**src/rtl/aesl_deadlock_multi_monitor.sv**
```systemverilog
// Deadlock monitor for one HLS instance. It combines the AXIS stall flags, the child monitor
// block flags and the instance block/idle flags into a single debounced block output.
// The combined condition must hold for HOLD_CYCLES cycles in a row before block asserts.
// A sticky flag and the first blocking channel index are kept until clear.
// Ports:
//   clock, reset           : sole clock (rising edge) and asynchronous active-low reset
//   axis_block_sigs        : per-channel AXIS stall flags
//   inst_idle_sigs         : instance idle flags
//   inst_block_sigs        : instance internal block flags
//   sub_block_sigs         : block outputs of child monitors
//   clear                  : one-cycle pulse that clears block_sticky and block_chan
//   block, block_sticky    : debounced block indication and its sticky copy
//   block_chan, hold_cnt   : captured lowest blocking channel and the debug run-length counter
// Optional feature macro AESL_DEADLOCK_SNAPSHOT_EN adds snap_axis/snap_cycle, which record
// the stall pattern and a free-running cycle count at each entry into the blocked state.
module aesl_deadlock_multi_monitor #(
  parameter int                NUM_AXIS     = 1,
  parameter int                NUM_INST     = 1,
  parameter int                NUM_SUB      = 1,
  parameter logic [NUM_SUB-1:0] SUB_PAR_MASK = '0,
  parameter int                HOLD_CYCLES  = 1,
  parameter int                CNT_W        = 8,
  parameter int                IDX_W        = 4
) (
  input  logic                clock,
  input  logic                reset,
  input  logic [NUM_AXIS-1:0] axis_block_sigs,
  input  logic [NUM_INST-1:0] inst_idle_sigs,
  input  logic [NUM_INST-1:0] inst_block_sigs,
  input  logic [NUM_SUB-1:0]  sub_block_sigs,
  input  logic                clear,
  output logic                block,
  output logic                block_sticky,
  output logic [IDX_W-1:0]    block_chan,
  output logic [CNT_W-1:0]    hold_cnt
`ifdef AESL_DEADLOCK_SNAPSHOT_EN
  ,
  output logic [NUM_AXIS-1:0] snap_axis,
  output logic [31:0]         snap_cycle
`endif
);

  localparam logic [1:0] ST_IDLE    = 2'd0;
  localparam logic [1:0] ST_SUSPECT = 2'd1;
  localparam logic [1:0] ST_BLOCKED = 2'd2;

  localparam logic [CNT_W-1:0] CNT_MAX  = {CNT_W{1'b1}};
  localparam logic [CNT_W:0]   HOLD_VAL = (CNT_W+1)'(HOLD_CYCLES);

  logic [1:0]       state;
  logic [1:0]       state_nxt;
  logic [CNT_W-1:0] cnt_nxt;
  logic             par;
  logic             sgl;
  logic             axis;
  logic             all_idle;
  logic             cond;
  logic             entry;
  logic [IDX_W-1:0] first_idx;

  // Parallel children block only when every one of them blocks; single children block alone.
  // An empty parallel group must never contribute, hence the |SUB_PAR_MASK gate.
  assign par      = (|SUB_PAR_MASK) & (&(sub_block_sigs | ~SUB_PAR_MASK));
  assign sgl      = |(sub_block_sigs & ~SUB_PAR_MASK);
  assign axis     = (|axis_block_sigs) | (|inst_block_sigs);
  assign all_idle = &inst_idle_sigs;
  // A fully idle instance is never considered deadlocked.
  assign cond     = (par | sgl | axis) & ~all_idle;

  // Lowest set stall bit; scanning downward lets the lowest index win.
  always_comb begin
    first_idx = '0;
    for (int i = NUM_AXIS - 1; i >= 0; i--) begin
      if (axis_block_sigs[i]) first_idx = IDX_W'(i);
    end
  end

  always_comb begin
    state_nxt = state;
    cnt_nxt   = hold_cnt;
    case (state)
      ST_IDLE: begin
        if (cond) begin
          cnt_nxt   = CNT_W'(1);
          state_nxt = (HOLD_CYCLES == 1) ? ST_BLOCKED : ST_SUSPECT;
        end else begin
          cnt_nxt = '0;
        end
      end
      ST_SUSPECT: begin
        if (!cond) begin
          state_nxt = ST_IDLE;
          cnt_nxt   = '0;
        end else begin
          cnt_nxt = hold_cnt + CNT_W'(1);
          if (({1'b0, hold_cnt} + (CNT_W+1)'(1)) == HOLD_VAL) state_nxt = ST_BLOCKED;
        end
      end
      ST_BLOCKED: begin
        if (!cond) begin
          state_nxt = ST_IDLE;
          cnt_nxt   = '0;
        end else if (hold_cnt != CNT_MAX) begin
          cnt_nxt = hold_cnt + CNT_W'(1);
        end
      end
      default: begin
        state_nxt = ST_IDLE;
        cnt_nxt   = '0;
      end
    endcase
  end

  assign entry = (state != ST_BLOCKED) && (state_nxt == ST_BLOCKED);
  assign block = (state == ST_BLOCKED);

  always_ff @(posedge clock or negedge reset) begin
    if (!reset) begin
      state    <= ST_IDLE;
      hold_cnt <= '0;
    end else begin
      state    <= state_nxt;
      hold_cnt <= cnt_nxt;
    end
  end

  // Entry takes priority over a coincident clear: the flag stays set and the index is
  // freshly captured.
  always_ff @(posedge clock or negedge reset) begin
    if (!reset) begin
      block_sticky <= 1'b0;
      block_chan   <= '0;
    end else if (entry) begin
      block_sticky <= 1'b1;
      if (!block_sticky || clear) block_chan <= first_idx;
    end else if (clear) begin
      block_sticky <= 1'b0;
      block_chan   <= '0;
    end
  end

`ifdef AESL_DEADLOCK_SNAPSHOT_EN
  logic [31:0] cycle_cnt;

  always_ff @(posedge clock or negedge reset) begin
    if (!reset) begin
      cycle_cnt  <= '0;
      snap_axis  <= '0;
      snap_cycle <= '0;
    end else begin
      cycle_cnt <= cycle_cnt + 32'd1;
      if (entry) begin
        snap_axis  <= axis_block_sigs;
        snap_cycle <= cycle_cnt;
      end else if (clear) begin
        snap_axis  <= '0;
        snap_cycle <= '0;
      end
    end
  end
`endif

endmodule
```
**config.mk**
```make
export PLATFORM = sky130hd
export DESIGN_NAME = aesl_deadlock_multi_monitor
export DESIGN_NICKNAME = d
export VERILOG_FILES = /design/src/rtl/aesl_deadlock_multi_monitor.sv
export SDC_FILE = /design/constraint.sdc
export NUM_CORES = 1
export LEC_CHECK = 0
export ABC_AREA = 0
export CORE_MARGIN = 1.5
export CORE_UTILIZATION = 48
export DETAILED_ROUTE_END_ITERATION = 16
export GPL_ROUTABILITY_DRIVEN = 0
export HOLD_SLACK_MARGIN = 0.03
export PLACE_DENSITY = 0.9
export SLEW_MARGIN = 20
export SYNTH_ARGS = -nofsm -noshare
export SYNTH_HDL_FRONTEND = slang
export SYNTH_SLANG_ARGS = --single-unit
export TNS_END_PERCENT = 50
```
**constraint.sdc**
```tcl
create_clock -name clock -period 2.3 [get_ports clock]
set_input_delay 0.46 -clock clock [delete_from_list [all_inputs] [get_ports clock]]
set_output_delay 0.46 -clock clock [all_outputs]
set_load 0.02 [all_outputs]
```
==> impl_metrics.py, run 1 <==
metrics = {
    "final_layout": {
        "final_common_cell": "nand2_1",
        "multi_input_area_um2": 514,
        "area_growth_pct": 20.2,
        "n_antenna_cell": 0,
        "final_area_um2": 1030,
        "fin_nets": 132,
        "final_cell_mix": "19 x nand2_1, 16 x clkdlybuf4s50_1, 11 x dfrtp_1",
        "instances_no_fill": 135,
        "fillers": 161,
        "ff_latch_area_um2": 275,
        "drive_gt1_share_pct": 7.63,
    },
    "setup_path": {
        "r2r_setup_slack_ps": 390,
        "required_ps": 1840,
        "end_kind": "output pin",
        "critPathLaunchType": "register",
        "reg2regPathDepth": 6,
        "cp_num_buf_inv": 2,
        "crit_fanout": 9,
        "reg2reg_to": "hold_cnt[1]",
        "crit_slowest_cell": "clkdlybuf4s50_1",
        "crit_family": "buffers and inverters",
        "max_stage_delay_ps": 630,
        "worst-endpoint-arrival_ps": 1680,
        "r2r_start": "hold_cnt[0]",
        "path_cells": "inv_1, ha_2, clkdlybuf4s50_1",
        "crit_type": "reg2out",
    },
    "synth": {
        "synth_async_sr_flop_share_pct": 100,
        "synth_ff_type": "dfrtp_1",
        "synth_cell_types": 35,
        "netlist_area_um2": 855,
        "ys_seq_area_share_pct": 32.2,
        "synth_edf_count": 0,
        "netlist_instances": 101,
        "ys_warn_count": 0,
        "ys_ff_latch": 11,
        "syn_area_per_cell_um2": 8.46,
    },
    "timing": {
        "fin_crit_ps": 2140,
        "setup_tns_ps": 0,
        "worstMarginPinSlew_ps": 503,
        "worst_slack_ps": 162,
        "finClkSkew_ps": 1.40,
        "hold_viol": 0,
        "slew_viol_final": 0,
        "slew_headroom_pct": 66.4,
        "rsz0062_at_grt": "no",
        "max_freq_mhz": 468,
        "finalCritPeriodShare_pct": 93.0,
        "setup_viol": 0,
    },
    "power_and_ir_drop": {
        "power_frac_seq_pct": 34.2,
        "p_int_mw": 0.448,
        "p_sw_share_pct": 39.9,
        "clkPwrFrac_pct": 17.8,
        "total_power_mw": 0.746,
        "p_comb_share_pct": 47.9,
        "power_leakage_nw": 0.476,
        "power_switching_mw": 0.298,
        "ir_drop_v": 0.000360,
        "power.density_nw_per_um2": 726,
    },
    "grt": {
        "grt_use_total_pct": 21.9,
        "grt_max_degree": 12,
        "grt_pass1_wl_um": 3210,
        "overflow": 0,
        "grt_pass1_vias": 766,
        "antenna_found_initial": 0,
    },
    "hold_path": {
        "min_path_type": "in2async",
    },
    "clock_network": {
        "clkLatencyLatePin_ps": 270,
        "clkTransAtPathRegs_ps": 70,
        "ctsHoldBuffers": 0,
        "cts.sinks": 11,
        "cts_made_buffers": 3,
        "cts-root-buf": "clkbuf_4",
        "htree_levels": 1,
        "cts_tree": "built",
        "clockBufferDepth": 2,
    },
    "job": {
        "cap_violations": 0,
    },
    "floorplanning": {
        "start_util_pct": 50.6,
        "die_width_um": 45.2,
        "die-area_um2": 2040,
        "ios": 21,
        "coreArea_um2": 1690,
        "die_h_um": 45.2,
        "rows": 15,
    },
    "place": {
        "dp_hpwl_um": 1370,
        "place_ws_ps": 137,
        "port-buffer-count": 16,
        "dp.cells": 131,
        "dpl-instance-area_um2": 998,
    },
    "route": {
        "via_per_inst": 5.65,
        "drc": 0,
        "ant_nets": 0,
        "vias": 763,
        "post_drt_wl_per_cell_um": 13.9,
        "first_pass_iters": 5,
        "routed_wl_um": 1880,
        "first_iter_violations": 27,
    },
    "outcome": {
        "status": "completed",
    },
}
## flip-flops by register name (all words and copies together) (netlist names)
register	flops
hold_cnt	8
block_sticky	1
state	2
## synthesized netlist by cell type, types with 2 or more instances
library cell  instances  share of area (%)
xor2_1                3                3.1
buf_4                 4                3.5
ha_1                  6                8.8
nor3_1                6                3.5
a21oi_1               3                1.8
xnor2_1               4                4.1
inv_1                 6                2.6
nand2b_1              2                1.5
buf_6                 2                2.6
nand2_1              19                8.3
o22ai_1               3                2.2
nor2_1                6                2.6
nand3_1               5                2.9
dfrtp_1              11                 32
## power groups by stage
stage	clock network, mW	registers, mW	logic [mW]
after floorplan	0	0.273	0.229
after global placement	0	0.256	0.337
after detailed placement	0	0.258	0.349
after CTS	0.138	0.255	0.353
after global routing	0.149	0.260	0.397
final	0.133	0.255	0.358
## final cells by class
cell class / instances / area share, %
multi-input combinational: 80 / 50.1
sequential: 11 / 26.8
inverter: 6 / 2.19
clock buffer: 4 / 2.56
timing repair buffer: 17 / 16.3
tap: 17 / 2.07
## metal layers
layer,track usage [%],wire (µm)
met4,11.2,25
met3,5.60,93
met1,24.1,813
met2,38.3,948
met5,0,0
## through the flow
| step | util [%] | hold WS (ps) |
|---|---|---|
| global route | 60.8 | 568 |
| CTS | 60.7 | 529 |
| floorplan | - | 164 |
| finish | 60.8 | 520 |
| global placement | 59.1 | 571 |
| detailed placement | 59.1 | 586 |
## logic make-up after synthesis
kind of cell,count (synthesis),share of synthesized area [%]
DFF,11,32.2
buffers and inverters,13,9.22
AOI/OAI and AO/OA,15,12.2
xor gates and xnor gates,7,7.17
and+or+nand+nor,47,28.8
adders and majority gates,6,8.78
other,1,0.439
muxes,1,1.17
## worst max-delay path by stage
stage,cells past startpoint,slack (ps),end,from
floorplan,7,490,hold_cnt[1],hold_cnt[1]
detailed placement,7,140,hold_cnt[1],sub_block_sigs
global placement,6,170,hold_cnt[1],inst_block_sigs
CTS,3,60,block,state[0]
finish,3,160,block,state[0]
global route,3,50,block,state[0]
## timing repair
item / CTS / global route
buffers inserted: 0 / 0
endpoints found under the setup margin: 0 / 1
resized for setup: 0 / 1
Note: power is estimated with default switching activity, not from simulation.
==> run 2, diff against run 1 <==
- CORE_UTILIZATION: 48 -> 35
- PLACE_DENSITY: 0.9 -> 0.72
==> impl_metrics.py, run 2 (synthesized netlist as in run 1, its figures left out) <==
metrics = {
    "timing": {
        "finalCritPeriodShare_pct": 87.0,
        "hold_viol": 0,
        "max_freq_mhz": 500,
        "worst_slack_ps": 299,
        "setup_tns_ps": 0,
        "worstMarginPinSlew_ps": 502,
        "fin_crit_ps": 2000,
        "rsz0062_at_grt": "no",
        "setup_viol": 0,
        "slew_headroom_pct": 66.4,
        "slew_viol_final": 0,
        "finClkSkew_ps": 0.990,
    },
    "route": {
        "vias": 750,
        "drc": 0,
        "post_drt_wl_per_cell_um": 11.6,
        "via_per_inst": 5.10,
        "ant_nets": 0,
        "first_iter_violations": 9,
        "routed_wl_um": 1700,
        "first_pass_iters": 4,
    },
    "setup_path": {
        "max_stage_delay_ps": 600,
        "end_kind": "output pin",
        "worst-endpoint-arrival_ps": 1540,
        "path_cells": "inv_1, ha_1, clkdlybuf4s50_1",
        "crit_type": "reg2out",
        "required_ps": 1840,
        "crit_slowest_cell": "clkdlybuf4s50_1",
        "critPathLaunchType": "register",
        "crit_fanout": 4,
    },
    "final_layout": {
        "fillers": 227,
        "multi_input_area_um2": 512,
        "ff_latch_area_um2": 275,
        "area_growth_pct": 22.4,
        "largest_register_ffs": 8,
        "final_area_um2": 1050,
        "n_antenna_cell": 0,
        "final_cell_mix": "19 x nand2_1, 16 x clkdlybuf4s50_1, 11 x dfrtp_1",
        "top_regs": "hold_cnt (8), state (2), block_sticky (1)",
        "final_common_cell": "nand2_1",
        "drive_gt1_share_pct": 7.56,
        "regMostFlops": "hold_cnt",
        "fin_nets": 133,
    },
    "clock_network": {
        "htree_levels": 1,
        "cts-root-buf": "clkbuf_4",
        "clkTransAtPathRegs_ps": 70,
        "cts_tree": "built",
        "cts_made_buffers": 3,
        "clockBufferDepth": 2,
        "cts.sinks": 11,
        "clkLatencyLatePin_ps": 270,
        "post_cts_buffers": 0,
        "cts-resized-gates": 0,
        "ctsHoldBuffers": 0,
    },
    "job": {
        "cap_violations": 0,
    },
    "floorplanning": {
        "die_width_um": 52.4,
        "start_util_pct": 37.9,
        "coreArea_um2": 2250,
        "die_h_um": 52.4,
        "rows": 17,
        "ios": 21,
        "die-area_um2": 2750,
    },
    "place": {
        "dpl-instance-area_um2": 1020,
        "dp_hpwl_um": 1280,
        "port-buffer-count": 16,
        "place_ws_ps": 155,
    },
    "grt": {
        "grt_pass1_wl_um": 2690,
        "grt_pass1_vias": 644,
        "grt_max_degree": 12,
        "overflow": 0,
        "antenna_found_initial": 0,
        "grt_use_total_pct": 13.4,
    },
    "power_and_ir_drop": {
        "ir_drop_v": 0.000421,
        "power_leakage_nw": 0.482,
        "power.density_nw_per_um2": 707,
    },
    "hold_path": {
        "min_path_type": "in2async",
    },
    "outcome": {
        "status": "completed",
    },
}
[run 2: layout make-up]
cell class / count / area share [%]
clock buffer: 4 / 2.51
timing repair buffer: 18 / 16.7
sequential: 11 / 26.3
tap: 28 / 3.35
multi-input combinational: 80 / 48.9
inverter: 6 / 2.15
[run 2: per-stage QoR]
step                      hold slack, ps  utilization [%]  total power [mW]  instances
after floorplan                      164                -             0.502        104
after global placement               565             45.2             0.610        143
after detailed placement             576             45.2             0.614        143
after CTS                            534             46.4             0.749        147
after global routing                 568             46.4             0.801        147
final                                524             46.4             0.739        147
[run 2: metal layers]
| layer | part of all wire [%] | global-route usage (%) | up-vias |
|---|---|---|---|
| met5 | 0 | 0 | - |
| met4 | 1.6 | 6.41 | 0 |
| met3 | 5.6 | 3.71 | 4 |
| met2 | 45 | 20.4 | 24 |
| met1 | 48 | 17.4 | 347 |
| li1 | - | - | 375 |
[run 2: worst max-delay path: cells and delay by family (launching register included)]
family | cells | cell delay [ps]
fa+ha+maj | 1 | 170
buf+inv | 2 | 700
flops | 1 | 420
[run 2: path summary, 6_finish.rpt]
kind,from,to,slack [ps],cells after the start
max in group asynchronous,reset,state[0],1440,1
setup reg to reg,hold_cnt[0],hold_cnt[1],410,6
min in group clock,block_sticky,block_sticky,580,2
hold reg to reg,block_sticky,block_sticky,580,2
setup / recovery,state[0],block,300,3
hold / removal,reset,hold_cnt[5],520,1
[run 2: report_power, final]
| group | internal [mW] | switching (mW) | leakage (nW) |
|---|---|---|---|
| clock | 0.0671 | 0.0662 | 0.0150 |
| sequential | 0.220 | 0.0321 | 0.148 |
| combinational | 0.164 | 0.189 | 0.319 |
